[config.mk]
export PLATFORM = sky130hd
export DESIGN_NAME = servo_array_ctrl_flat
export DESIGN_NICKNAME = d
export VERILOG_FILES = /design/src/rtl/servo_pkg.sv /design/src/rtl/servo_array_ctrl_if.sv /design/src/rtl/servo_pwm_channel.sv /design/src/rtl/servo_array_ctrl.sv /design/src/flat_wrapper.sv
export SDC_FILE = /design/constraint.sdc
export NUM_CORES = 1
export LEC_CHECK = 0
export CAP_MARGIN = 5
export CORE_MARGIN = 1
export CORE_UTILIZATION = 45
export DETAILED_ROUTE_END_ITERATION = 16
export MAX_ROUTING_LAYER = met4
export PLACE_DENSITY = 0.62
export SKIP_CTS_REPAIR_TIMING = 1
export SLEW_MARGIN = 20
export SYNTH_ARGS = -nofsm -noshare
export SYNTH_HDL_FRONTEND = slang
export SYNTH_SLANG_ARGS = --single-unit
[constraint.sdc]
create_clock -name clk -period 5.5 [get_ports clk]
set_clock_uncertainty 0.1 [all_clocks]
set_input_delay 0.55 -clock clk [delete_from_list [all_inputs] [get_ports clk]]
set_output_delay 0.55 -clock clk [all_outputs]
set_load 0.02 [all_outputs]
[src/rtl/servo_pkg.sv]
// Shared definitions for the servo array controller: command word geometry,
// field offsets inside the command word, and mode / decode constants.
package servo_pkg;

   // Mode field values inside the command word
   localparam logic MODE_MAINT = 1'b1;
   localparam logic MODE_RUN   = 1'b0;

   // Classification of a completed command word
   typedef enum logic [2:0] {
      CMD_NONE  = 3'd0,
      CMD_BAD   = 3'd1,
      CMD_CLEAR = 3'd2,
      CMD_MAINT = 3'd3,
      CMD_RUN   = 3'd4
   } cmd_kind_e;

   // Command word length: active + mode + channel index + position
   function automatic int cmd_w(input int ch_w, input int pos_w);
      return 2 + ch_w + pos_w;
   endfunction

   // Bit offsets, MSB->LSB: active, mode, chan[ch_w], pos[pos_w]
   function automatic int act_bit(input int ch_w, input int pos_w);
      return cmd_w(ch_w, pos_w) - 1;
   endfunction

   function automatic int mode_bit(input int ch_w, input int pos_w);
      return cmd_w(ch_w, pos_w) - 2;
   endfunction

   function automatic int ch_lsb(input int pos_w);
      return pos_w;
   endfunction

   function automatic int pos_lsb();
      return 0;
   endfunction

endpackage

[src/rtl/servo_array_ctrl_if.sv]
// Bus between the mbed-facing serial link / servo headers and the controller.
// The master side drives the serial strobe and data; the slave side is the
// controller that produces the PWM and status outputs.
interface servo_array_ctrl_if #(
   parameter int N_CH = 4
);
   logic            set_bit;
   logic            input_bit;
   logic [N_CH-1:0] servo_pulse;
   logic [N_CH-1:0] chan_en;
   logic            maint_mode;
   logic            cmd_ready;
   logic            cmd_err;
   logic            frame_tick;

   modport master (
      output set_bit,
      output input_bit,
      input  servo_pulse,
      input  chan_en,
      input  maint_mode,
      input  cmd_ready,
      input  cmd_err,
      input  frame_tick
   );

   modport slave (
      input  set_bit,
      input  input_bit,
      output servo_pulse,
      output chan_en,
      output maint_mode,
      output cmd_ready,
      output cmd_err,
      output frame_tick
   );
endinterface

[src/rtl/servo_pwm_channel.sv]
// One servo PWM channel: position target, current position (optionally
// slewed), frame-boundary shadow latch, width comparator and output flop.
// Optional feature macro: SERVO_SLEW_EN (current position steps 1 LSB per
// frame toward the target instead of jumping).
module servo_pwm_channel #(
   parameter int POS_W    = 8,
   parameter int CNT_W    = 20,
   parameter int MIN_CYC  = 50_000,
   parameter int STEP_CYC = 196
) (
   input  logic             clk,
   input  logic             reset,
   input  logic             boundary,   // period counter == 0 this cycle
   input  logic [CNT_W-1:0] cnt,
   input  logic             wr_en,      // decoded command writes this target
   input  logic [POS_W-1:0] wr_pos,
   input  logic             pend_en,    // pending enable including this cycle's command
   output logic             pulse,
   output logic             en
);

   localparam logic [POS_W-1:0] POS_MID = {1'b1, {(POS_W-1){1'b0}}};

   logic [POS_W-1:0] target_r;
   logic [POS_W-1:0] target_nxt_s;
   logic [POS_W-1:0] cur_pos_s;
   logic [POS_W-1:0] shadow_r;
   logic [POS_W-1:0] eff_pos_s;
   logic             eff_en_s;
   logic             en_r;
   logic             pulse_r;
   logic [63:0]      thr_s;

   // Next target: a write in this cycle is visible at a coincident boundary
   always_comb begin
      target_nxt_s = target_r;
      if (wr_en) begin
         target_nxt_s = wr_pos;
      end else begin
         target_nxt_s = target_r;
      end
   end

   // Target register
   always_ff @(posedge clk or posedge reset) begin
      if (reset) begin
         target_r <= POS_MID;
      end else begin
         target_r <= target_nxt_s;
      end
   end

`ifdef SERVO_SLEW_EN
   logic [POS_W-1:0] cur_pos_r;

   // Step the current position one LSB toward the target at each boundary
   always_comb begin
      cur_pos_s = cur_pos_r;
      if (boundary && (cur_pos_r < target_nxt_s)) begin
         cur_pos_s = cur_pos_r + POS_W'(1);
      end else if (boundary && (cur_pos_r > target_nxt_s)) begin
         cur_pos_s = cur_pos_r - POS_W'(1);
      end else begin
         cur_pos_s = cur_pos_r;
      end
   end

   // Current position register for the slewed path
   always_ff @(posedge clk or posedge reset) begin
      if (reset) begin
         cur_pos_r <= POS_MID;
      end else begin
         cur_pos_r <= cur_pos_s;
      end
   end
`else
   // Without slew the current position follows the target directly
   always_comb begin
      cur_pos_s = target_nxt_s;
   end
`endif

   // Values used this cycle: at the boundary the freshly latched ones apply,
   // otherwise the frame-latched ones, so a frame's pulse never changes mid-way
   always_comb begin
      eff_pos_s = shadow_r;
      eff_en_s  = en_r;
      if (boundary) begin
         eff_pos_s = cur_pos_s;
         eff_en_s  = pend_en;
      end else begin
         eff_pos_s = shadow_r;
         eff_en_s  = en_r;
      end
      thr_s = 64'(MIN_CYC) + (64'(eff_pos_s) * 64'(STEP_CYC));
   end

   // Frame latch and registered PWM comparator output
   always_ff @(posedge clk or posedge reset) begin
      if (reset) begin
         shadow_r <= POS_MID;
         en_r     <= 1'b0;
         pulse_r  <= 1'b0;
      end else begin
         shadow_r <= eff_pos_s;
         en_r     <= eff_en_s;
         pulse_r  <= eff_en_s && (64'(cnt) < thr_s);
      end
   end

   assign pulse = pulse_r;
   assign en    = en_r;

endmodule

[src/rtl/servo_array_ctrl.sv]
// Multi-channel servo controller top: synchronises the mbed serial link,
// deserialises and decodes command words, keeps the pending enable set and
// the shared PWM period counter, and drives N_CH servo_pwm_channel slices.
// Optional feature macro: SERVO_SLEW_EN (handled inside servo_pwm_channel).
module servo_array_ctrl
   import servo_pkg::*;
#(
   parameter int N_CH        = 4,
   parameter int CH_W        = 2,
   parameter int POS_W       = 8,
   parameter int PERIOD_CYC  = 1_000_000,
   parameter int MIN_CYC     = 50_000,
   parameter int STEP_CYC    = 196,
   parameter int TIMEOUT_CYC = 500_000
) (
   input  logic               clk,
   input  logic               reset,
   servo_array_ctrl_if.slave  bus
);

   localparam int CMD_W    = cmd_w(CH_W, POS_W);
   localparam int ACT_BIT  = act_bit(CH_W, POS_W);
   localparam int MODE_BIT = mode_bit(CH_W, POS_W);
   localparam int CH_LSB   = ch_lsb(POS_W);
   localparam int POS_LSB  = pos_lsb();
   localparam int CNT_W    = (PERIOD_CYC > 1) ? $clog2(PERIOD_CYC) : 1;
   localparam int BIT_W    = $clog2(CMD_W + 1);
   localparam int IDLE_W   = $clog2(TIMEOUT_CYC + 1);

   localparam logic [CNT_W-1:0]  CNT_LAST  = CNT_W'(PERIOD_CYC - 1);
   localparam logic [BIT_W-1:0]  BIT_LAST  = BIT_W'(CMD_W - 1);
   localparam logic [IDLE_W-1:0] IDLE_LAST = IDLE_W'(TIMEOUT_CYC - 1);

   // Synchroniser and edge detect
   logic set_meta_r, set_sync_r, set_prev_r;
   logic din_meta_r, din_sync_r;
   logic set_rise_s;

   // Deserialiser
   logic [CMD_W-1:0]  shift_r;
   logic [BIT_W-1:0]  bit_cnt_r;
   logic [IDLE_W-1:0] idle_cnt_r;
   logic              word_valid_r;
   logic              timeout_s;

   // Decode
   logic              act_s;
   logic              mode_s;
   logic [CH_W-1:0]   chan_s;
   logic [POS_W-1:0]  pos_s;
   logic [N_CH-1:0]   onehot_s;
   cmd_kind_e         kind_s;
   logic [N_CH-1:0]   pend_nxt_s;
   logic [N_CH-1:0]   wr_en_s;
   logic              maint_nxt_s;

   // Command state and status
   logic [N_CH-1:0]   pend_en_r;
   logic              maint_mode_r;
   logic              cmd_ready_r;
   logic              cmd_err_r;

   // PWM timebase
   logic [CNT_W-1:0]  cnt_r;
   logic              boundary_s;
   logic              frame_tick_r;
   logic [N_CH-1:0]   pulse_s;
   logic [N_CH-1:0]   en_s;

   // Two-flop synchronisers for the asynchronous strobe and data, plus edge history
   always_ff @(posedge clk or posedge reset) begin
      if (reset) begin
         set_meta_r <= 1'b0;
         set_sync_r <= 1'b0;
         set_prev_r <= 1'b0;
         din_meta_r <= 1'b0;
         din_sync_r <= 1'b0;
      end else begin
         set_meta_r <= bus.set_bit;
         set_sync_r <= set_meta_r;
         set_prev_r <= set_sync_r;
         din_meta_r <= bus.input_bit;
         din_sync_r <= din_meta_r;
      end
   end

   assign set_rise_s = set_sync_r & ~set_prev_r;

   // A partial word that sees no strobe for TIMEOUT_CYC cycles is abandoned
   assign timeout_s = (bit_cnt_r != '0) && !set_rise_s && (idle_cnt_r == IDLE_LAST);

   // Shift register, bit counter and idle timer
   always_ff @(posedge clk or posedge reset) begin
      if (reset) begin
         shift_r      <= '0;
         bit_cnt_r    <= '0;
         idle_cnt_r   <= '0;
         word_valid_r <= 1'b0;
      end else begin
         word_valid_r <= 1'b0;
         if (set_rise_s) begin
            shift_r    <= {shift_r[CMD_W-2:0], din_sync_r};
            idle_cnt_r <= '0;
            if (bit_cnt_r == BIT_LAST) begin
               bit_cnt_r    <= '0;
               word_valid_r <= 1'b1;
            end else begin
               bit_cnt_r <= bit_cnt_r + BIT_W'(1);
            end
         end else if (timeout_s) begin
            bit_cnt_r  <= '0;
            idle_cnt_r <= '0;
         end else if (bit_cnt_r != '0) begin
            idle_cnt_r <= idle_cnt_r + IDLE_W'(1);
         end else begin
            idle_cnt_r <= '0;
         end
      end
   end

   assign act_s  = shift_r[ACT_BIT];
   assign mode_s = shift_r[MODE_BIT];
   assign chan_s = shift_r[CH_LSB +: CH_W];
   assign pos_s  = shift_r[POS_LSB +: POS_W];

   // Classify the completed word and build the one-hot channel select
   always_comb begin
      kind_s   = CMD_NONE;
      onehot_s = '0;
      for (int i = 0; i < N_CH; i++) begin
         if (int'(chan_s) == i) begin
            onehot_s[i] = 1'b1;
         end else begin
            onehot_s[i] = 1'b0;
         end
      end
      if (!word_valid_r) begin
         kind_s = CMD_NONE;
      end else if (int'(chan_s) >= N_CH) begin
         kind_s = CMD_BAD;
      end else if (!act_s) begin
         kind_s = CMD_CLEAR;
      end else if (mode_s == MODE_MAINT) begin
         kind_s = CMD_MAINT;
      end else begin
         kind_s = CMD_RUN;
      end
   end

   // Pending enables, target writes and mode for the decoded command
   always_comb begin
      pend_nxt_s  = pend_en_r;
      wr_en_s     = '0;
      maint_nxt_s = maint_mode_r;
      case (kind_s)
         CMD_CLEAR: begin
            pend_nxt_s = '0;
         end
         CMD_MAINT: begin
            pend_nxt_s  = onehot_s;
            wr_en_s     = onehot_s;
            maint_nxt_s = MODE_MAINT;
         end
         CMD_RUN: begin
            pend_nxt_s  = pend_en_r | onehot_s;
            wr_en_s     = onehot_s;
            maint_nxt_s = MODE_RUN;
         end
         default: begin
            pend_nxt_s  = pend_en_r;
            wr_en_s     = '0;
            maint_nxt_s = maint_mode_r;
         end
      endcase
   end

   // Command state and one-cycle status pulses
   always_ff @(posedge clk or posedge reset) begin
      if (reset) begin
         pend_en_r    <= '0;
         maint_mode_r <= 1'b0;
         cmd_ready_r  <= 1'b0;
         cmd_err_r    <= 1'b0;
      end else begin
         pend_en_r    <= pend_nxt_s;
         maint_mode_r <= maint_nxt_s;
         cmd_ready_r  <= (kind_s == CMD_CLEAR) || (kind_s == CMD_MAINT) || (kind_s == CMD_RUN);
         cmd_err_r    <= (kind_s == CMD_BAD) || timeout_s;
      end
   end

   assign boundary_s = (cnt_r == '0);

   // Shared PWM period counter and registered frame tick
   always_ff @(posedge clk or posedge reset) begin
      if (reset) begin
         cnt_r        <= '0;
         frame_tick_r <= 1'b0;
      end else begin
         frame_tick_r <= boundary_s;
         if (cnt_r == CNT_LAST) begin
            cnt_r <= '0;
         end else begin
            cnt_r <= cnt_r + CNT_W'(1);
         end
      end
   end

   for (genvar g = 0; g < N_CH; g++) begin : g_ch
      servo_pwm_channel #(
         .POS_W   (POS_W),
         .CNT_W   (CNT_W),
         .MIN_CYC (MIN_CYC),
         .STEP_CYC(STEP_CYC)
      ) u_ch (
         .clk     (clk),
         .reset   (reset),
         .boundary(boundary_s),
         .cnt     (cnt_r),
         .wr_en   (wr_en_s[g]),
         .wr_pos  (pos_s),
         .pend_en (pend_nxt_s[g]),
         .pulse   (pulse_s[g]),
         .en      (en_s[g])
      );
   end

   assign bus.servo_pulse = pulse_s;
   assign bus.chan_en     = en_s;
   assign bus.maint_mode  = maint_mode_r;
   assign bus.cmd_ready   = cmd_ready_r;
   assign bus.cmd_err     = cmd_err_r;
   assign bus.frame_tick  = frame_tick_r;

endmodule
[src/flat_wrapper.sv]
// flat-port wrapper written by rule: the top's interface ports become plain ports
module servo_array_ctrl_flat import servo_pkg::*;
#(
   parameter int N_CH        = 4,
   parameter int CH_W        = 2,
   parameter int POS_W       = 8,
   parameter int PERIOD_CYC  = 1_000_000,
   parameter int MIN_CYC     = 50_000,
   parameter int STEP_CYC    = 196,
   parameter int TIMEOUT_CYC = 500_000
)
  (clk, reset, bus_set_bit, bus_input_bit, bus_servo_pulse, bus_chan_en, bus_maint_mode, bus_cmd_ready, bus_cmd_err, bus_frame_tick);
  servo_array_ctrl_if #(.N_CH(N_CH)) bus_i ();
  input  logic clk;
  input  logic reset;
  input wire logic [$bits(bus_i.set_bit)-1:0] bus_set_bit;
  input wire logic [$bits(bus_i.input_bit)-1:0] bus_input_bit;
  output wire logic [$bits(bus_i.servo_pulse)-1:0] bus_servo_pulse;
  output wire logic [$bits(bus_i.chan_en)-1:0] bus_chan_en;
  output wire logic [$bits(bus_i.maint_mode)-1:0] bus_maint_mode;
  output wire logic [$bits(bus_i.cmd_ready)-1:0] bus_cmd_ready;
  output wire logic [$bits(bus_i.cmd_err)-1:0] bus_cmd_err;
  output wire logic [$bits(bus_i.frame_tick)-1:0] bus_frame_tick;
  assign bus_i.set_bit = bus_set_bit;
  assign bus_i.input_bit = bus_input_bit;
  assign bus_servo_pulse = bus_i.servo_pulse;
  assign bus_chan_en = bus_i.chan_en;
  assign bus_maint_mode = bus_i.maint_mode;
  assign bus_cmd_ready = bus_i.cmd_ready;
  assign bus_cmd_err = bus_i.cmd_err;
  assign bus_frame_tick = bus_i.frame_tick;
  servo_array_ctrl #(.N_CH(N_CH), .CH_W(CH_W), .POS_W(POS_W), .PERIOD_CYC(PERIOD_CYC), .MIN_CYC(MIN_CYC), .STEP_CYC(STEP_CYC), .TIMEOUT_CYC(TIMEOUT_CYC)) u_core (.clk(clk), .reset(reset), .bus(bus_i));
endmodule
# ---- Yosys cells after proc, flatten, opt, wreduce, memory -nomap -nowiden
# Cells that the tools add are included.
dict set report op_classes {
  reduce_logical 16
  order_cmp 4
  add_sub_neg 7
  multipliers 4
  bitwise_logic 3
  muxes 31
  eq_ne 10
}
# operator n
set op_table {}
lappend op_table {{20-bit by 17-bit less-than comparator with 1-bit output} 4}
lappend op_table {{16-bit by 16-bit adder with 17-bit output, first input constant} 4}
lappend op_table {{8-bit two-way mux} 8}
lappend op_table {{19-bit two-way mux} 3}
lappend op_table {{8-bit by 6-bit multiplier with 14-bit output, second input constant} 4}
lappend op_table {{20-bit by 1-bit adder with 20-bit output, second input constant} 1}
lappend op_table {{20-bit == test, second input constant} 1}
lappend op_table {{20-bit logical NOT} 1}
lappend op_table {{20-bit two-way mux} 1}
lappend op_table {{19-bit by 1-bit adder with 19-bit output, second input constant} 1}
lappend op_table {{19-bit == test, second input constant} 1}
lappend op_table {{4-bit two-way mux} 4}
lappend op_table {{4-bit one-hot mux with 3 select lines} 1}
lappend op_table {{1-bit two-way mux} 10}
lappend op_table {{3-bit two-way mux} 3}
lappend op_table {{3-bit by 2-bit == test with 1-bit output, second input constant} 2}
lappend op_table {{1-bit logical AND} 6}
lappend op_table {{4-bit by 1-bit adder with 4-bit output, second input constant} 1}
lappend op_table {{2-bit == test, second input constant} 2}
lappend op_table {{4-bit == test, second input constant} 1}
lappend op_table {{4-bit bitwise OR} 1}
lappend op_table {{2-bit nonzero test} 2}
lappend op_table {{4-bit nonzero test} 1}
lappend op_table {{3-bit by 1-bit == test with 1-bit output, second input constant} 1}
lappend op_table {{other kinds (9)} 11}
dict set report totals {
  out_inout_bits 12
  inputBits 4
  word_cells 106
  register_bits 141
}

# ---- Depth between registers and ports, before layout
# Gate-level depths: netlist of run 1.
dict set report depth {
  depth_word 12
  mapped_depth 29
  depth_no_buf 27
}

# ---- Modules after synthesis
# A second synthesis of run 1 with hierarchy kept.
dict set report unflattened {
  hier_cells 1036
  area_unflattened_um2 10520.1
}
# module n_inst cells_per_inst area_per_inst_um2
set by_module_without_submodules {}
lappend by_module_without_submodules {{servo_pwm_channel (u_core.g_ch[1].u_ch ...)} 2 181 1863.0}
lappend by_module_without_submodules {servo_array_ctrl 1 312 3081.7}
lappend by_module_without_submodules {{servo_pwm_channel (u_core.g_ch[0].u_ch)} 1 183 1874.3}
lappend by_module_without_submodules {{servo_pwm_channel (u_core.g_ch[3].u_ch)} 1 179 1838.0}

# ---- Least setup slack after synthesis of run 1
# OpenSTA, ideal clock, no wires.
dict set report synth_timing {
  kind {reg2reg}
  startpoint {register u_core.cnt_r[0]}
  endpoint {register u_core.g_ch[0].u_ch.pulse_r}
  n_path_buf 2
  slack_ns -0.319
  arrival_ns 5.637
  required_ns 5.318
  setup_time_ns 0.082
  stages_incl_launch_ff 29
  period_less_slack_ns 5.819
  cell_sequence {dfrtp_1 -> inv_1 -> ha_1 -> nor4b_4 -> and3_4 -> nand2_4 -> buf_6 -> clkbuf_1 -> mux2_2 -> ha_1 -> fa_1 -> ha_1 -> ha_1 -> inv_1 -> fa_1 -> nand2b_1 -> a21oi_1 -> xor2_1 -> nand3_1 -> a21oi_1 -> mux2i_1 -> xor2_1 -> ha_1 -> a21o_1 -> a21oi_1 -> nor2b_1 -> o21ai_0 -> nand3_1 -> a31oi_1}
}
dict set report synth_between {
  elab_chain_cells 6
  word_cells_on_any_way 7
}
# item line_no
set synth_rtl {}
lappend synth_rtl {{start, declared} servo_array_ctrl.sv:64} ;# logic [CNT_W-1:0] cnt_r;
lappend synth_rtl {{start signal, assigned} servo_array_ctrl.sv:204} ;# cnt_r <= cnt_r + CNT_W'(1);
lappend synth_rtl {{20-bit logical NOT} servo_array_ctrl.sv:192} ;# assign boundary_s = (cnt_r == '0);
lappend synth_rtl {{8-bit two-way mux} servo_pwm_channel.sv:88} ;# if (boundary) begin
lappend synth_rtl {{named net u_core.g_ch[0].u_ch.eff_pos_s[2]} servo_pwm_channel.sv:28} ;# logic [POS_W-1:0] eff_pos_s;
lappend synth_rtl {{8-bit by 6-bit multiplier with 14-bit output} servo_pwm_channel.sv:95} ;# thr_s = 64'(MIN_CYC) + (64'(eff_pos_s) * 64'(STEP_CYC));
lappend synth_rtl {{16-bit by 16-bit adder with 17-bit output} servo_pwm_channel.sv:95}
lappend synth_rtl {{20-bit by 17-bit less-than comparator with 1-bit output} servo_pwm_channel.sv:107} ;# pulse_r <= eff_en_s && (64'(cnt) < thr_s);
lappend synth_rtl {{1-bit logical AND} servo_pwm_channel.sv:107}
lappend synth_rtl {{end signal, assigned} servo_pwm_channel.sv:107}
lappend synth_rtl {{end, declared} servo_pwm_channel.sv:31} ;# logic pulse_r;
# The timed path passes the listed nets, and every way through them passes these cells.
# A chain may end at the register's enable or synchronous reset.

# ---- Final worst setup path of run 1
# Same ends and word-level chain as after synthesis.

==> results of run 1 <==
## cells in the mapped netlist (8+ instances only)
cell / n
a211oi_1: 8
a21o_1: 20
a21oi_1: 36
and3_1: 9
buf_4: 8
clkbuf_1: 11
dfrtp_1: 133
dfstp_2: 8
fa_1: 12
ha_1: 174
inv_1: 52
mux2_2: 49
mux2i_1: 11
nand2_1: 91
nand2b_1: 8
nand3_1: 43
nand4_1: 14
nor2_1: 73
nor2b_1: 13
nor3_1: 12
o21a_1: 10
o21ai_0: 34
xnor2_1: 46
xor2_1: 48
## logic make-up (layout without fill, tap and decap cells)
kind of cell,after synthesis,count (layout),synth area share
xor gates and xnor gates,94,94,0.08058
adders and majority gates,188,188,0.2387
and+or+nand+nor,302,304,0.1466
muxes,61,61,0.06588
AOI/OAI and AO/OA,142,142,0.08841
DFF,141,141,0.3463
buffers and inverters,80,167,0.03355
## final timing paths
check                                             from                                         to  slack, ns
setup / recovery             u_core.cnt_r[0]$_DFF_PP0_        u_core.g_ch[0].u_ch.pulse$_DFF_PP0_      -0.01
hold / removal             u_core.din_meta_r$_DFF_PP0_                u_core.din_sync_r$_DFF_PP0_       0.26
setup reg to reg             u_core.cnt_r[0]$_DFF_PP0_        u_core.g_ch[0].u_ch.pulse$_DFF_PP0_      -0.01
hold reg to reg            u_core.din_meta_r$_DFF_PP0_                u_core.din_sync_r$_DFF_PP0_       0.26
max in group asynchronous                        reset            u_core.idle_cnt_r[11]$_DFF_PP0_       3.60
min in group asynchronous                        reset  u_core.g_ch[3].u_ch.target_r[6]$_DFF_PP0_       0.54
## metal layers
layer / part of all wire / track usage / wire length (um)
met1: 0.49 / 0.2861 / 11330
met2: 0.46 / 0.3414 / 10650
met3: 0.028 / 0.03015 / 638
met4: 0.015 / 0.06013 / 340
met5: 0 / - / 0
## power by group
part / switching (uW) / internal [uW] / leakage, uW
clock: 479 / 691 / 0.000287
sequential: 66.4 / 1080 / 0.00190
combinational: 82.4 / 44.7 / 0.00417
## flip-flops by register name (all words and copies together) (netlist names), 4 cells and up
register / count
u_core.bit_cnt_r: 4
u_core.cnt_r: 20
u_core.g_ch.u_ch.en: 4
u_core.g_ch.u_ch.pulse: 4
u_core.g_ch.u_ch.shadow_r: 32
u_core.g_ch.u_ch.target_r: 32
u_core.idle_cnt_r: 19
u_core.pend_en_r: 4
u_core.shift_r: 12
## metrics by stage
stage	setup TNS, ns	area, um^2	power [uW]	setup WS [ns]	std cells
floorplan	-0.04301	10330	1235	-0.04301	1008
global placement	0	11090	1287	0.02454	1332
detailed placement	-0.2378	11090	1290	-0.1209	1332
CTS	-0.3431	11690	2470	-0.1589	1364
global route	-1.199	11860	2533	-0.3376	1377
finish	-0.01413	11860	2441	-0.01413	1377
## final cells by class
class | instances | area share
Multi-Input combinational cell | 789 | 0.5491
Sequential cell | 141 | 0.2983
Timing Repair Buffer | 83 | 0.05569
Clock buffer | 19 | 0.03734
Tap cell | 280 | 0.02953
Inverter | 52 | 0.01688
Clock inverter | 13 | 0.01318
## worst max-delay path, cell delays in order, from the launching register on
cell	delay, ns
dfrtp_1	0.38
inv_1	0.06
ha_1	0.14
nor4b_4	0.25
and3_4	0.33
nand2_8	0.10
mux2_4	0.35
ha_4	0.25
fa_1	0.45
ha_1	0.30
ha_2	0.17
inv_1	0.05
fa_2	0.35
nand2b_4	0.16
a21oi_4	0.16
xor2_1	0.19
nand3_1	0.13
a21oi_2	0.14
mux2i_1	0.22
xor2_1	0.17
ha_1	0.26
a21o_1	0.18
a21oi_1	0.13
nor2b_1	0.06
o21ai_1	0.11
nand3_1	0.08
a31oi_1	0.15
## cells in the final DEF, fill, tap and decap left out, types with 11 or more instances in the layout
| cell type | count |
|---|---|
| buf_4 | 68 |
| inv_1 | 51 |
| ha_1 | 169 |
| nand2_1 | 91 |
| nor2b_1 | 13 |
| dfrtp_1 | 133 |
| nor3_1 | 12 |
| a21oi_1 | 30 |
| clkdlybuf4s50_1 | 15 |
| mux2i_1 | 11 |
| clkbuf_16 | 17 |
| xor2_1 | 47 |
| o21ai_0 | 29 |
| nand4_1 | 14 |
| a21o_1 | 20 |
| mux2_2 | 46 |
| xnor2_1 | 46 |
| nand3_1 | 43 |
| nor2_1 | 73 |
==> flow_results.xml, run 1 <==
<?xml version="1.0" encoding="UTF-8"?>
<metrics>
  <group name="setup_path">
    <metric name="worst_setup_start_kind" unit="">flip-flop</metric>
    <metric name="end_kind" unit="">flip-flop</metric>
    <metric name="worstPathRequired" unit="ns">5.74</metric>
    <metric name="critPathMaxFanout" unit="">6</metric>
    <metric name="crit_type" unit="">reg -&gt; reg</metric>
    <metric name="worst-endpoint-arrival" unit="ns">5.75</metric>
    <metric name="r2r.worst_path.cells" unit="">26</metric>
  </group>
  <group name="floorplan">
    <metric name="top_level_ports" unit="">16</metric>
    <metric name="initial_cell_density_of_the_core" unit="">0.4639</metric>
    <metric name="die-area" unit="mm^2">0.02331</metric>
    <metric name="rows" unit="">54</metric>
    <metric name="floorplan.core_area" unit="mm^2">0.02203</metric>
    <metric name="die_width" unit="um">152.7</metric>
    <metric name="floorplan.die.height" unit="um">152.7</metric>
  </group>
  <group name="grt">
    <metric name="overflow" unit="">0</metric>
    <metric name="grt_util_all_layers" unit="">0.2149</metric>
    <metric name="number_of_global_route_vias_before_repair" unit="">7637</metric>
    <metric name="grt_max_degree" unit="">94</metric>
    <metric name="initial_antenna_violation_count" unit="">0</metric>
    <metric name="grt_pass1_wl" unit="um">38280</metric>
  </group>
  <group name="yosys">
    <metric name="yosysSeqAreaShare" unit="">0.3463</metric>
    <metric name="async_reset_ff_frac" unit="">1.000</metric>
    <metric name="post_synth_instance_area" unit="mm^2">0.01022</metric>
    <metric name="synth_cell_types" unit="">61</metric>
    <metric name="synth_fp_nets" unit="">1198</metric>
    <metric name="synthesis.instances" unit="">1008</metric>
    <metric name="syn_avg_cell_area" unit="um^2">10.14</metric>
    <metric name="yosys_warnings" unit="">0</metric>
    <metric name="post-synth-top-area-cell" unit="">dfrtp_1</metric>
    <metric name="synth_top_area_frac" unit="">0.3257</metric>
    <metric name="synth_enable_flop_cells" unit="">0</metric>
    <metric name="ys.flop_type" unit="">dfrtp_1</metric>
    <metric name="synth_area_leaders" unit="">dfrtp_1, ha_1, mux2_2, xor2_1, xnor2_1</metric>
    <metric name="synth_seq_cells" unit="">141</metric>
  </group>
  <group name="run">
    <metric name="max-cap-violations" unit="">0</metric>
  </group>
  <group name="run_status">
    <metric name="outcome" unit="">finished with violations</metric>
    <metric name="failing_checks" unit="">negative setup slack</metric>
  </group>
  <group name="place">
    <metric name="globalplace.congestion" unit="">0.8215</metric>
    <metric name="port_buffers" unit="">15</metric>
    <metric name="place_hpwl" unit="um">16940</metric>
  </group>
  <group name="clocking">
    <metric name="number_of_buffers_created_by_cts" unit="">17</metric>
    <metric name="root_buffer" unit="">clkbuf_16</metric>
    <metric name="clkTransAtPathRegs" unit="ns">0.06</metric>
    <metric name="clock_tree.buffer_depth" unit="">2</metric>
    <metric name="tritoncts_clock_tree" unit="">yes</metric>
    <metric name="clock_sinks" unit="">141</metric>
    <metric name="skew_pair_late_insertion_delay" unit="ns">0.43</metric>
    <metric name="htree_levels" unit="">4</metric>
  </group>
  <group name="power">
    <metric name="p_leak" unit="uW">0.006356</metric>
    <metric name="power.ir.vdd_worst" unit="mV">0.1556</metric>
    <metric name="power_density" unit="mW/mm^2">205.7</metric>
  </group>
  <group name="min_path">
    <metric name="min-delay-path-class" unit="">reg -&gt; reg</metric>
    <metric name="holdPathStages" unit="">0</metric>
  </group>
  <group name="timing">
    <metric name="tmin_final" unit="ns">5.514</metric>
    <metric name="finalWorstSetupSlack" unit="ns">-0.01413</metric>
    <metric name="finalSetupViolations" unit="">1</metric>
    <metric name="rsz0062_at_grt" unit="">yes</metric>
    <metric name="hold_violations" unit="">0</metric>
    <metric name="minimum_hold_slack" unit="ns">0.2564</metric>
    <metric name="max_freq" unit="MHz">181.4</metric>
    <metric name="final.period_utilization" unit="">1.003</metric>
    <metric name="worst_slew_pin_slew" unit="ns">0.9127</metric>
    <metric name="slew_violations" unit="">0</metric>
    <metric name="worst_slew_margin_rel" unit="">0.3859</metric>
  </group>
  <group name="finish">
    <metric name="multiInputGateArea" unit="mm^2">0.006514</metric>
    <metric name="area_delta_synth_final" unit="%">16.10</metric>
    <metric name="antenna-diode-count" unit="">0</metric>
    <metric name="fillCellCount" unit="">1998</metric>
    <metric name="drive_above_1_share" unit="">0.1750</metric>
    <metric name="area.sequential" unit="mm^2">0.003538</metric>
    <metric name="layout.core_utilization" unit="">0.5386</metric>
    <metric name="finish.net_count" unit="">1274</metric>
  </group>
  <group name="drt">
    <metric name="drt_wl_total" unit="um">22950</metric>
    <metric name="via_count" unit="">7452</metric>
    <metric name="route.detailed.drc" unit="">0</metric>
    <metric name="detail-route-antenna-nets" unit="">0</metric>
    <metric name="routed_via_density" unit="">5.412</metric>
    <metric name="drtPass1Iterations" unit="">6</metric>
    <metric name="drt_iter0_markers" unit="">328</metric>
    <metric name="wire_per_inst" unit="um">16.67</metric>
  </group>
</metrics>
Note: power is estimated with default switching activity, not from simulation.
==> run 2, diff against run 1 <==
--- a/config.mk
+++ b/config.mk
@@ -10,9 +10,9 @@
 export CORE_UTILIZATION = 45
 export DETAILED_ROUTE_END_ITERATION = 16
 export MAX_ROUTING_LAYER = met4
-export PLACE_DENSITY = 0.62
 export SKIP_CTS_REPAIR_TIMING = 1
 export SLEW_MARGIN = 20
 export SYNTH_ARGS = -nofsm -noshare
 export SYNTH_HDL_FRONTEND = slang
 export SYNTH_SLANG_ARGS = --single-unit
+export TNS_END_PERCENT = 30
==> flow_results.xml, run 2 (synthesized netlist as in run 1, its figures left out) <==
<?xml version="1.0" encoding="UTF-8"?>
<metrics>
  <group name="run_status">
    <metric name="outcome" unit="">finished with violations</metric>
    <metric name="failing_checks" unit="">design-rule violations, negative setup slack</metric>
  </group>
  <group name="finish">
    <metric name="antenna-diode-count" unit="">0</metric>
    <metric name="finish.net_count" unit="">1272</metric>
    <metric name="final_common_cell" unit="">ha_1</metric>
    <metric name="top_regs" unit="">u_core.g_ch.u_ch.shadow_r: 32 flops, u_core.g_ch.u_ch.target_r: 32 flops, u_core.cnt_r: 20 flops</metric>
    <metric name="finish.cell_count_without_fillers" unit="">1375</metric>
    <metric name="mostFrequentLayoutCells" unit="">ha_1, dfrtp_1, nand2_1</metric>
    <metric name="drive_above_1_share" unit="">0.1836</metric>
    <metric name="layout.core_utilization" unit="">0.5396</metric>
    <metric name="area_delta_synth_final" unit="%">16.32</metric>
  </group>
  <group name="timing">
    <metric name="hold_violations" unit="">0</metric>
    <metric name="finalWorstSetupSlack" unit="ns">-0.05643</metric>
    <metric name="tmin_final" unit="ns">5.556</metric>
    <metric name="max_freq" unit="MHz">180.0</metric>
    <metric name="worst_slew_margin_rel" unit="">0.3723</metric>
    <metric name="final.period_utilization" unit="">1.010</metric>
    <metric name="rsz0062_at_grt" unit="">yes</metric>
    <metric name="slew_violations" unit="">0</metric>
    <metric name="worst_slew_pin_slew" unit="ns">0.9415</metric>
    <metric name="finalSetupViolations" unit="">1</metric>
  </group>
  <group name="clocking">
    <metric name="clkTransAtPathRegs" unit="ns">0.06</metric>
    <metric name="clock_sinks" unit="">141</metric>
    <metric name="tritoncts_clock_tree" unit="">yes</metric>
    <metric name="skew_pair_late_insertion_delay" unit="ns">0.42</metric>
    <metric name="number_of_buffers_created_by_cts" unit="">17</metric>
    <metric name="root_buffer" unit="">clkbuf_16</metric>
    <metric name="clock_tree.buffer_depth" unit="">2</metric>
    <metric name="htree_levels" unit="">4</metric>
  </group>
  <group name="power">
    <metric name="power_frac_clock" unit="">0.468</metric>
    <metric name="internal_dissipation" unit="uW">1763</metric>
    <metric name="power_density" unit="mW/mm^2">200.4</metric>
    <metric name="power.net_switching" unit="uW">619.3</metric>
    <metric name="swShare" unit="">0.2600</metric>
    <metric name="p_leak" unit="uW">0.006340</metric>
    <metric name="power.combinational.fraction" unit="">0.052</metric>
    <metric name="power.ir.vdd_worst" unit="mV">0.1679</metric>
    <metric name="power.share.sequential" unit="">0.479</metric>
  </group>
  <group name="min_path">
    <metric name="min-delay-path-class" unit="">reg -&gt; reg</metric>
  </group>
  <group name="drt">
    <metric name="drt_iter0_markers" unit="">298</metric>
    <metric name="drt_wl_total" unit="um">23080</metric>
    <metric name="via_count" unit="">7422</metric>
    <metric name="detail-route-antenna-nets" unit="">0</metric>
    <metric name="drtPass1Iterations" unit="">10</metric>
    <metric name="route.detailed.drc" unit="">1</metric>
    <metric name="wire_per_inst" unit="um">16.79</metric>
    <metric name="routed_via_density" unit="">5.398</metric>
  </group>
  <group name="place">
    <metric name="globalplace.congestion" unit="">0.8171</metric>
    <metric name="place_hpwl" unit="um">16850</metric>
    <metric name="dpl_cells" unit="">1330</metric>
    <metric name="port_buffers" unit="">15</metric>
    <metric name="pre_cts_slack" unit="ns">-0.1065</metric>
  </group>
  <group name="grt">
    <metric name="grt_pass1_wl" unit="um">37000</metric>
    <metric name="grt_max_degree" unit="">104</metric>
    <metric name="grt_util_all_layers" unit="">0.2098</metric>
    <metric name="overflow" unit="">0</metric>
    <metric name="grt_busiest_layer" unit="">met2</metric>
    <metric name="number_of_global_route_vias_before_repair" unit="">7227</metric>
    <metric name="grt_use_met2" unit="">0.3331</metric>
    <metric name="grt_use_met3" unit="">0.03811</metric>
    <metric name="initial_antenna_violation_count" unit="">0</metric>
    <metric name="met1_usage_grt" unit="">0.2784</metric>
  </group>
  <group name="setup_path">
    <metric name="path_buf_inv" unit="">2</metric>
    <metric name="crit_type" unit="">reg -&gt; reg</metric>
    <metric name="worst-endpoint-arrival" unit="ns">5.79</metric>
    <metric name="critPathTopFamily" unit="">adder cells</metric>
    <metric name="end_kind" unit="">flip-flop</metric>
    <metric name="critPathMaxFanout" unit="">5</metric>
    <metric name="timing.critical_path.slowest_stage_cell" unit="">fa_1</metric>
    <metric name="cp_slowest_stage_delay" unit="ns">0.42</metric>
    <metric name="worstPathRequired" unit="ns">5.73</metric>
    <metric name="worst_setup_start_kind" unit="">flip-flop</metric>
  </group>
  <group name="floorplan">
    <metric name="floorplan.die.height" unit="um">152.7</metric>
    <metric name="rows" unit="">54</metric>
    <metric name="initial_cell_density_of_the_core" unit="">0.4639</metric>
    <metric name="die_width" unit="um">152.7</metric>
    <metric name="die-area" unit="mm^2">0.02331</metric>
    <metric name="floorplan.core_area" unit="mm^2">0.02203</metric>
    <metric name="top_level_ports" unit="">16</metric>
  </group>
  <group name="run">
    <metric name="max-cap-violations" unit="">0</metric>
  </group>
</metrics>
[run 2: cell types whose count changed in the layout (fill, tap and decap cells not counted), moves of 2 or more]
| cell | delta |
|---|---|
| clkinv_2 | +2 |
| ha_1 | -5 |
| ha_2 | +3 |
| nand3_2 | +2 |
| nand3_1 | -2 |
| clkinv_4 | -2 |
| clkinvlp_4 | +2 |
| ha_4 | +2 |
| buf_4 | -3 |
[run 2: per-layer routing]
| layer | wire length (um) | vias to the layer above |
|---|---|---|
| li1 | - | 3710 |
| met1 | 11170 | 3589 |
| met2 | 10910 | 102 |
| met3 | 718 | 21 |
| met4 | 283 | 0 |
| met5 | 0 | - |
[run 2: metrics by stage]
step / hold WS [ns] / instance area (um^2) / power [uW] / TNS, ns
2_1_floorplan: 0.2312 / 10330 / 1235 / -0.04301
3_3_place_gp: 0.2340 / 11080 / 1288 / 0
3_5_place_dp: 0.2466 / 11080 / 1290 / -0.3118
4_1_cts: 0.2547 / 11650 / 2411 / -0.4410
5_1_grt: 0.2669 / 11890 / 2485 / -0.8709
6_report: 0.2523 / 11890 / 2382 / -0.05643
[run 2: area by class of cell]
class,instances,area [um^2]
Inverter,52,200.2
Sequential cell,141,3538
Tap cell,280,350.3
Timing Repair Buffer,81,649.4
Multi-Input combinational cell,789,6574
Fill cell,1988,10140
Clock buffer,18,439.2
Clock inverter,14,133.9
[run 2: path summary, 6_finish.rpt]
path	slack (ns)	cells past startpoint	startpoint	end
worst min-delay path	0.25	0	u_core.set_meta_r$_DFF_PP0_	u_core.set_sync_r$_DFF_PP0_
worst max register to register	-0.06	26	u_core.cnt_r[1]$_DFF_PP0_	u_core.g_ch[2].u_ch.pulse$_DFF_PP0_
max in group asynchronous	3.57	3	reset	u_core.g_ch[1].u_ch.shadow_r[7]$_DFF_PP1_
min in group asynchronous	0.60	2	reset	u_core.g_ch[3].u_ch.target_r[6]$_DFF_PP0_
worst max-delay path	-0.06	26	u_core.cnt_r[1]$_DFF_PP0_	u_core.g_ch[2].u_ch.pulse$_DFF_PP0_
worst min register to register	0.25	0	u_core.set_meta_r$_DFF_PP0_	u_core.set_sync_r$_DFF_PP0_
[run 2: power groups by stage]
stage | registers [uW] | clock network, uW | logic (uW)
finish | 1140 | 1120 | 124
global route | 1150 | 1190 | 148
CTS | 1140 | 1140 | 129
detailed placement | 1160 | 0 | 129
global placement | 1160 | 0 | 126
floorplan | 1130 | 0 | 103
==> run 3, diff against run 2 <==
--- a/config.mk
+++ b/config.mk
@@ -6,10 +6,12 @@
 export NUM_CORES = 1
 export LEC_CHECK = 0
 export CAP_MARGIN = 5
-export CORE_MARGIN = 1
+export CELL_PAD_IN_SITES_DETAIL_PLACEMENT = 1
+export CELL_PAD_IN_SITES_GLOBAL_PLACEMENT = 1
 export CORE_UTILIZATION = 45
 export DETAILED_ROUTE_END_ITERATION = 16
 export MAX_ROUTING_LAYER = met4
+export PLACE_DENSITY_LB_ADDON = 0.1
 export SKIP_CTS_REPAIR_TIMING = 1
 export SLEW_MARGIN = 20
 export SYNTH_ARGS = -nofsm -noshare
==> flow_results.xml, run 3 (synthesized netlist as in run 1, its figures left out) <==
<?xml version="1.0" encoding="UTF-8"?>
<metrics>
  <group name="run_status">
    <metric name="outcome" unit="">finished with violations</metric>
    <metric name="failing_checks" unit="">negative setup slack</metric>
  </group>
  <group name="grt">
    <metric name="overflow" unit="">0</metric>
    <metric name="initial_antenna_violation_count" unit="">0</metric>
    <metric name="grt_max_degree" unit="">99</metric>
    <metric name="number_of_global_route_vias_before_repair" unit="">8291</metric>
    <metric name="grt_util_all_layers" unit="">0.2484</metric>
    <metric name="grt_pass1_wl" unit="um">43790</metric>
  </group>
  <group name="clocking">
    <metric name="number_of_buffers_created_by_cts" unit="">17</metric>
    <metric name="htree_levels" unit="">4</metric>
    <metric name="tritoncts_clock_tree" unit="">yes</metric>
    <metric name="clock_sinks" unit="">141</metric>
    <metric name="skew_pair_late_insertion_delay" unit="ns">0.43</metric>
    <metric name="root_buffer" unit="">clkbuf_16</metric>
    <metric name="clkTransAtPathRegs" unit="ns">0.06</metric>
    <metric name="clock_tree.buffer_depth" unit="">2</metric>
  </group>
  <group name="setup_path">
    <metric name="worst_setup_start_kind" unit="">flip-flop</metric>
    <metric name="r2r_start" unit="">u_core.cnt_r[15]$_DFF_PP0_</metric>
    <metric name="worst-endpoint-arrival" unit="ns">5.80</metric>
    <metric name="end_kind" unit="">flip-flop</metric>
    <metric name="worstPathRequired" unit="ns">5.74</metric>
    <metric name="critPathMaxFanout" unit="">6</metric>
    <metric name="r2r.worst_path.cells" unit="">25</metric>
    <metric name="crit_type" unit="">reg -&gt; reg</metric>
    <metric name="worstSetupEndpoint" unit="">u_core.g_ch[2].u_ch.pulse$_DFF_PP0_</metric>
    <metric name="r2r_setup_slack" unit="ns">-0.06</metric>
    <metric name="r2r-end" unit="">u_core.g_ch[2].u_ch.pulse$_DFF_PP0_</metric>
    <metric name="crit_start" unit="">u_core.cnt_r[15]$_DFF_PP0_</metric>
  </group>
  <group name="drt">
    <metric name="metal_1_wl" unit="um">12320</metric>
    <metric name="routed_length_on_met2" unit="um">12930</metric>
    <metric name="detail-route-antenna-nets" unit="">0</metric>
    <metric name="via_count" unit="">7685</metric>
    <metric name="met3_routed_length" unit="um">561</metric>
    <metric name="routed_via_density" unit="">5.553</metric>
    <metric name="drt_wl_total" unit="um">26240</metric>
    <metric name="drt_iter0_markers" unit="">257</metric>
    <metric name="wire_per_inst" unit="um">18.96</metric>
    <metric name="top_layer_used" unit="">met4</metric>
    <metric name="drtPass1Iterations" unit="">6</metric>
    <metric name="route.detailed.drc" unit="">0</metric>
  </group>
  <group name="place">
    <metric name="port_buffers" unit="">15</metric>
    <metric name="post_place_instance_area" unit="mm^2">0.01116</metric>
    <metric name="globalplace.congestion" unit="">0.7731</metric>
    <metric name="dpl_cells" unit="">1341</metric>
    <metric name="place_hpwl" unit="um">19270</metric>
  </group>
  <group name="timing">
    <metric name="finalSetupViolations" unit="">3</metric>
    <metric name="tmin_final" unit="ns">5.560</metric>
    <metric name="worst_slew_pin_slew" unit="ns">1.031</metric>
    <metric name="slew_violations" unit="">0</metric>
    <metric name="finalWorstSetupSlack" unit="ns">-0.06004</metric>
    <metric name="rsz0062_at_grt" unit="">yes</metric>
    <metric name="final.period_utilization" unit="">1.011</metric>
    <metric name="worst_slew_margin_rel" unit="">0.3061</metric>
    <metric name="fin_tns_setup" unit="ns">-0.08783</metric>
    <metric name="hold_violations" unit="">0</metric>
    <metric name="max_freq" unit="MHz">179.9</metric>
  </group>
  <group name="floorplan">
    <metric name="die-area" unit="mm^2">0.02331</metric>
    <metric name="floorplan.core_area" unit="mm^2">0.02203</metric>
    <metric name="top_level_ports" unit="">16</metric>
    <metric name="die_width" unit="um">152.7</metric>
    <metric name="rows" unit="">54</metric>
    <metric name="initial_cell_density_of_the_core" unit="">0.4639</metric>
    <metric name="floorplan.die.height" unit="um">152.7</metric>
  </group>
  <group name="power">
    <metric name="totalPowerFinal" unit="uW">2514</metric>
    <metric name="power_density" unit="mW/mm^2">208.8</metric>
    <metric name="p_leak" unit="uW">0.006435</metric>
    <metric name="power.ir.vdd_worst" unit="mV">0.1921</metric>
  </group>
  <group name="finish">
    <metric name="drive_above_1_share" unit="">0.1938</metric>
    <metric name="antenna-diode-count" unit="">0</metric>
    <metric name="finish.cell_count_without_fillers" unit="">1384</metric>
    <metric name="fin_area" unit="mm^2">0.01204</metric>
    <metric name="top_regs" unit="">u_core.g_ch.u_ch.shadow_r: 32 flops, u_core.g_ch.u_ch.target_r: 32 flops, u_core.cnt_r: 20 flops</metric>
    <metric name="area_delta_synth_final" unit="%">17.81</metric>
    <metric name="final_common_cell" unit="">ha_1</metric>
    <metric name="finish.net_count" unit="">1281</metric>
    <metric name="mostFrequentLayoutCells" unit="">ha_1, dfrtp_1, nand2_1</metric>
  </group>
  <group name="run">
    <metric name="max-cap-violations" unit="">0</metric>
  </group>
  <group name="min_path">
    <metric name="min-delay-path-class" unit="">reg -&gt; reg</metric>
  </group>
</metrics>
-- run 3: where the power goes --
| part | internal, uW | switching (uW) | leakage [uW] |
|---|---|---|---|
| Clock | 749 | 485 | 0.000306 |
| Sequential | 1080 | 71.4 | 0.00190 |
| Combinational | 45.0 | 86.4 | 0.00423 |
| Total | 1870 | 643 | 0.00643 |
-- run 3: routing by layer --
layer / GRT usage / vias up
li1: - / 3718
met1: 0.3210 / 3868
met2: 0.4131 / 71
met3: 0.02474 / 28
met4: 0.07167 / 0
met5: - / -
-- run 3: how the worst min path moves through the flow --
stage | start | endpoint | slack (ns) | cells after the start
after floorplan | u_core.din_meta_r$_DFF_PP0_ | u_core.din_sync_r$_DFF_PP0_ | 0.23 | 0
after global placement | u_core.din_meta_r$_DFF_PP0_ | u_core.din_sync_r$_DFF_PP0_ | 0.23 | 0
after detailed placement | u_core.din_meta_r$_DFF_PP0_ | u_core.din_sync_r$_DFF_PP0_ | 0.24 | 0
after CTS | u_core.din_meta_r$_DFF_PP0_ | u_core.din_sync_r$_DFF_PP0_ | 0.26 | 0
after global routing | u_core.din_meta_r$_DFF_PP0_ | u_core.din_sync_r$_DFF_PP0_ | 0.28 | 0
final | u_core.din_meta_r$_DFF_PP0_ | u_core.din_sync_r$_DFF_PP0_ | 0.25 | 0
-- run 3: per-stage QoR --
| stage | hold slack (ns) | utilization | setup WS, ns |
|---|---|---|---|
| after global routing | 0.2782 | 0.5465 | -0.3429 |
| after CTS | 0.2600 | 0.5352 | -0.2729 |
| after detailed placement | 0.2357 | 0.5066 | -0.1616 |
| final | 0.2546 | 0.5465 | -0.06004 |
| after global placement | 0.2343 | 0.5066 | -0.02490 |
| after floorplan | 0.2312 | - | -0.04301 |
-- run 3: area by class of cell --
cell class	count	area [um^2]
Clock inverter	13	176.4
Multi-Input combinational cell	788	6590
Tap cell	280	350.3
Timing Repair Buffer	91	728.2
Fill cell	2408	9990
Clock buffer	19	452.9
Inverter	52	200.2
Sequential cell	141	3538
-- run 3: critical path: stages (launching register included) --
cell	delay, ns
dfrtp_1	0.39
nor4_2	0.32
buf_4	0.17
and2_2	0.26
nand2_8	0.11
mux2_4	0.36
ha_4	0.25
fa_1	0.44
ha_1	0.29
ha_2	0.17
inv_1	0.06
fa_2	0.37
nand2b_4	0.16
a21oi_4	0.16
xor2_2	0.19
and3_4	0.21
o21ai_2	0.06
mux2i_1	0.18
xor2_1	0.20
ha_1	0.27
a21o_1	0.17
a21oi_2	0.14
nor2b_1	0.05
o21ai_1	0.14
nand3_1	0.09
a31oi_1	0.16
==> RTL edit 1, RTL diff (flow settings as in run 2) <==
Add a define of `SERVO_SLEW_EN`.
--- a/src/rtl/servo_pwm_channel.sv
+++ b/src/rtl/servo_pwm_channel.sv
@@ -2,6 +2,8 @@
 // slewed), frame-boundary shadow latch, width comparator and output flop.
 // Optional feature macro: SERVO_SLEW_EN (current position steps 1 LSB per
 // frame toward the target instead of jumping).
+`define SERVO_SLEW_EN
+
 module servo_pwm_channel #(
    parameter int POS_W    = 8,
    parameter int CNT_W    = 20,
Function: same outputs for any inputs over 10 cycles, from zero or initial values and one cycle with reset high; that may be too few to reach the edited logic, so the function may still have changed.
==> RTL edit 1 against run 2 <==
  * The flow finishes with violations (negative setup slack)
  * Area after synthesis rose by 31%
  * Die area rose by 31%
  * First-iteration DRC count rose by 140%
  * Sequential share of layout area fell by 5.8 points
  * Sequential cell count rose by 32
  * Worst setup slack got worse by 1700 ps
  * Total power rose by 22%
  * Sequential power rose by 19%
  * Final area rose by 52%
  * Final cell count rose by 55%
  * Wire length rose by 54%
  * Fmax fell by 24%
  * Critical path type unchanged
  * Largest power group unchanged
  * Highest routed layer unchanged
==> RTL edit 1: results (changes against run 2) <==
Combinational Power Share: 0.064 (was 0.052)
slew margin rel.: 0.361 (was 0.372)
Worst VDD drop: 0.262 mV (was 0.168 mV)
largest net degree at the start of global routing: 95 (was 104)
P_leak: 9.41 nW (was 6.34 nW)
clk_lat worst skew: 450 ps (was 420 ps)
met1 wire length: 17000 um (was 11200 um)
Routability Congestion: 0.898 (was 0.817)
pre-CTS setup slack: -2060 ps (was -106 ps)
routed wl met2: 16800 um (was 10900 um)
layout cells sized above 1: 0.324 (was 0.184)
met2 Usage GRT: 0.388 (was 0.333)
Final #Nets: 1971 (was 1272)
top cells by area, synth: dfrtp_1, ha_1, xnor2_1 (was dfrtp_1, ha_1, mux2_2)
crit path DAT: 7520 ps (was 5790 ps)
Post-Syn Nets: 1633 (was 1198)
wire per inst: 16.7 um (was 16.8 um)
status: finished, violations left (unchanged)
M3 GR Usage: 0.0300 (was 0.0381)
number of distinct library cells after synthesis: 80 (was 61)
P_comb: 0.185 mW (was 0.124 mW)
setup TNS: -6860 ps (was -56.4 ps)
non-filler cells, final: 2138 (was 1375)
P_clk: 1.36 mW (was 1.12 mW)
M1 GR Usage: 0.320 (was 0.278)
post-DP HPWL: 26300 um (was 16800 um)
final setup margin: -1790 ps (was -56.4 ps)
routed vias/inst: 5.40 (about the same)
initial antenna violation count: 2 (was 0)
failing checks: negative setup slack (was design-rule violations, negative setup slack)
FILL cells: 2361 (was 1988)
Post-synth top cells: ha_1, dfrtp_1, nand2_1, nor2_1, inv_1 (unchanged)
register area share after synthesis: 0.323 (was 0.346)
P_sw: 0.725 mW (was 0.619 mW)
reg2reg end: u_core.g_ch[1].u_ch.pulse$_DFF_PP0_ (was u_core.g_ch[2].u_ch.pulse$_DFF_PP0_)
Top Layer Used: met4 (unchanged)
slowest stage delay, CP: 560 ps (was 420 ps)
R2R depth: 34 (was 26)
Mean Syn Cell Area: 9.58 um^2 (was 10.1 um^2)
first-pass GRT wire length: 57300 um (was 37000 um)
vias in the first global route: 11454 (was 7227)
largest registers: u_core.g_ch.u_ch.cur_pos_r x32, u_core.g_ch.u_ch.shadow_r x32, u_core.g_ch.u_ch.target_r x32 (was u_core.g_ch.u_ch.shadow_r x32, u_core.g_ch.u_ch.target_r x32, u_core.cnt_r x20)
initial drt markers: 704 (was 298)
length of routed met3 wiring: 1090 um (was 718 um)
final setup vio count: 4 (was 1)
RR Startpoint: u_core.shift_r[11]$_DFFE_PP0P_ (was u_core.cnt_r[1]$_DFF_PP0_)
## RTL edit 1: per-stage QoR
stage,area [um^2],utilization
after global routing,18100,0.624
final,18100,0.624
after CTS,17100,0.590
after floorplan,13600,-
after global placement,16500,0.567
after detailed placement,16500,0.567
## RTL edit 1: worst min path at each step
stage	start	to	slack, ps
after CTS	u_core.din_meta_r$_DFF_PP0_	u_core.din_sync_r$_DFF_PP0_	270
after detailed placement	u_core.din_meta_r$_DFF_PP0_	u_core.din_sync_r$_DFF_PP0_	250
after global routing	u_core.din_meta_r$_DFF_PP0_	u_core.din_sync_r$_DFF_PP0_	280
after global placement	u_core.din_meta_r$_DFF_PP0_	u_core.din_sync_r$_DFF_PP0_	240
after floorplan	u_core.din_meta_r$_DFF_PP0_	u_core.din_sync_r$_DFF_PP0_	230
final	u_core.din_meta_r$_DFF_PP0_	u_core.din_sync_r$_DFF_PP0_	260
## RTL edit 1: worst max-delay path, delay by kind of cell, from the launching register on
family | cells | cell delay (ps)
fa+ha+maj | 7 | 1920
simple gates | 12 | 1760
flops | 1 | 380
mux | 1 | 310
xor+xnor | 1 | 180
buf+inv | 3 | 240
compound gates | 10 | 2290
## RTL edit 1: cell families after synthesis
| family | count (synthesis) | synth area share |
|---|---|---|
| AOI/OAI and AO/OA | 235 | 0.118 |
| xor gates and xnor gates | 117 | 0.0768 |
| muxes | 65 | 0.0511 |
| adders and majority gates | 227 | 0.218 |
| DFF | 173 | 0.323 |
| and+or+nand+nor | 462 | 0.175 |
| buffers and inverters | 123 | 0.0375 |
## RTL edit 1: area by class of cell
cell class                 instances  area share
clock inverter                    13      0.0111
timing repair buffer             356       0.153
antenna                            1    0.000138
multi-input combinational       1106       0.526
tap                              384      0.0265
sequential                       173       0.240
clock buffer                      19      0.0250
inverter                          86      0.0181
==> RTL edit 2, RTL diff (settings of run 2) <==
Without the edit above. `CH_W` is set to 2 in 2 places; all go to 1.
--- a/src/rtl/servo_array_ctrl.sv
+++ b/src/rtl/servo_array_ctrl.sv
@@ -6,7 +6,7 @@
    import servo_pkg::*;
 #(
    parameter int N_CH        = 4,
-   parameter int CH_W        = 2,
+   parameter int CH_W        = 1,
    parameter int POS_W       = 8,
    parameter int PERIOD_CYC  = 1_000_000,
    parameter int MIN_CYC     = 50_000,
--- a/src/flat_wrapper.sv
+++ b/src/flat_wrapper.sv
@@ -2,7 +2,7 @@
 module servo_array_ctrl_flat import servo_pkg::*;
 #(
    parameter int N_CH        = 4,
-   parameter int CH_W        = 2,
+   parameter int CH_W        = 1,
    parameter int POS_W       = 8,
    parameter int PERIOD_CYC  = 1_000_000,
    parameter int MIN_CYC     = 50_000,
Formal check against the unedited RTL: no difference found for any inputs over 10 cycles, from zero or initial values and one cycle with reset high; that may be too few to reach the edited logic, so the function may still have changed.
==> RTL edit 2 against run 2 <==
  * The run ends with negative setup slack left
  * Fmax fell by 2.9%
  * Area after synthesis fell by 4.9%
  * Via count rose by 3.6%
  * Wire length fell by 2.1%
  * Worst setup slack got worse by 170 ps
  * Total power fell by 5.3%
  * Non-clock buffer count rose by 101
  * Sequential cell count fell by 17
  * Final area rose by 5.3%
  * Critical path type unchanged
  * Largest cell class unchanged
==> RTL edit 2: results (changes against run 2) <==
number of distinct library cells after synthesis: 57 (was 61)
register area share after synthesis: 0.320 (was 0.346)
initial drt markers: 241 (was 298)
final setup margin: -223 ps (was -56.4 ps)
slowest stage delay, CP: 570 ps (was 420 ps)
routed vias/inst: 5.23 (was 5.40)
P_sw: 0.612 mW (was 0.619 mW)
pre-CTS setup slack: -416 ps (was -106 ps)
reg2reg end: u_core.g_ch[1].u_ch.pulse$_DFF_PP0_ (was u_core.g_ch[2].u_ch.pulse$_DFF_PP0_)
wire per inst: 15.4 um (was 16.8 um)
P_leak: 6.48 nW (was 6.34 nW)
top cells by area, synth: dfrtp_1, ha_1, xor2_1 (was dfrtp_1, ha_1, mux2_2)
TritonRoute pass-1 iters: 5 (was 10)
setup TNS: -706 ps (was -56.4 ps)
crit path DAT: 5960 ps (was 5790 ps)
CP Max Fanout: 6 (was 5)
Routability Congestion: 0.839 (was 0.817)
layout cells sized above 1: 0.281 (was 0.184)
Post-Syn Nets: 1188 (was 1198)
status: finished, violations left (unchanged)
Routed WL: 22600 um (was 23100 um)
total track usage: 0.219 (was 0.210)
final setup vio count: 4 (was 1)
failing checks: negative setup slack (was design-rule violations, negative setup slack)
Mean Syn Cell Area: 9.72 um^2 (was 10.1 um^2)
Worst VDD drop: 0.170 mV (was 0.168 mV)
crit path capture: u_core.g_ch[1].u_ch.pulse$_DFF_PP0_ (was u_core.g_ch[2].u_ch.pulse$_DFF_PP0_)
Post-synth top cells: ha_1, dfrtp_1, nor2_1, nand2_1, xor2_1 (was ha_1, dfrtp_1, nand2_1, nor2_1, inv_1)
-- RTL edit 2: changes by cell type after synthesis, sizes merged, moves of 6 or more --
cell	change
mux2	-17
mux2i	-7
o31ai	-6
o21a	-8
nand2	-8
nor2	+14
xor2	+6
dfrtp	-15
and2	+14
-- RTL edit 2: layout make-up --
| type | instances | area, um^2 |
|---|---|---|
| inverters | 54 | 205 |
| well taps | 275 | 344 |
| fillers | 1768 | 8570 |
| repair buffers | 182 | 1430 |
| multi-input cells | 802 | 6820 |
| flip-flops and latches | 124 | 3120 |
| clock inverters | 15 | 170 |
| clock buffers | 17 | 425 |
-- RTL edit 2: metal layers --
layer	wire length [um]	track usage	vias to the layer above	part of all wire
met1	11200	0.292	3662	0.50
met5	0	-	-	0
met4	264	0.0556	0	0.012
li1	-	-	3895	-
met2	10500	0.343	113	0.46
met3	644	0.0364	19	0.028
-- RTL edit 2: power groups by stage --
| stage | combinational [mW] | clock (mW) | sequential [mW] |
|---|---|---|---|
| final | 0.126 | 1.14 | 0.995 |
| after global routing | 0.147 | 1.21 | 1.00 |
| after CTS | 0.129 | 1.16 | 0.995 |
| after detailed placement | 0.125 | 0 | 1.01 |
| after global placement | 0.122 | 0 | 1.01 |
| after floorplan | 0.0911 | 0 | 0.998 |
-- RTL edit 2: kinds of logic after synthesis --
group,count (synthesis),synth area share
AOI/OAI and AO/OA,147,0.0972
xor gates and xnor gates,98,0.0883
adders and majority gates,184,0.246
buffers and inverters,75,0.0331
DFF,124,0.320
muxes,37,0.0424
and+or+nand+nor,335,0.173
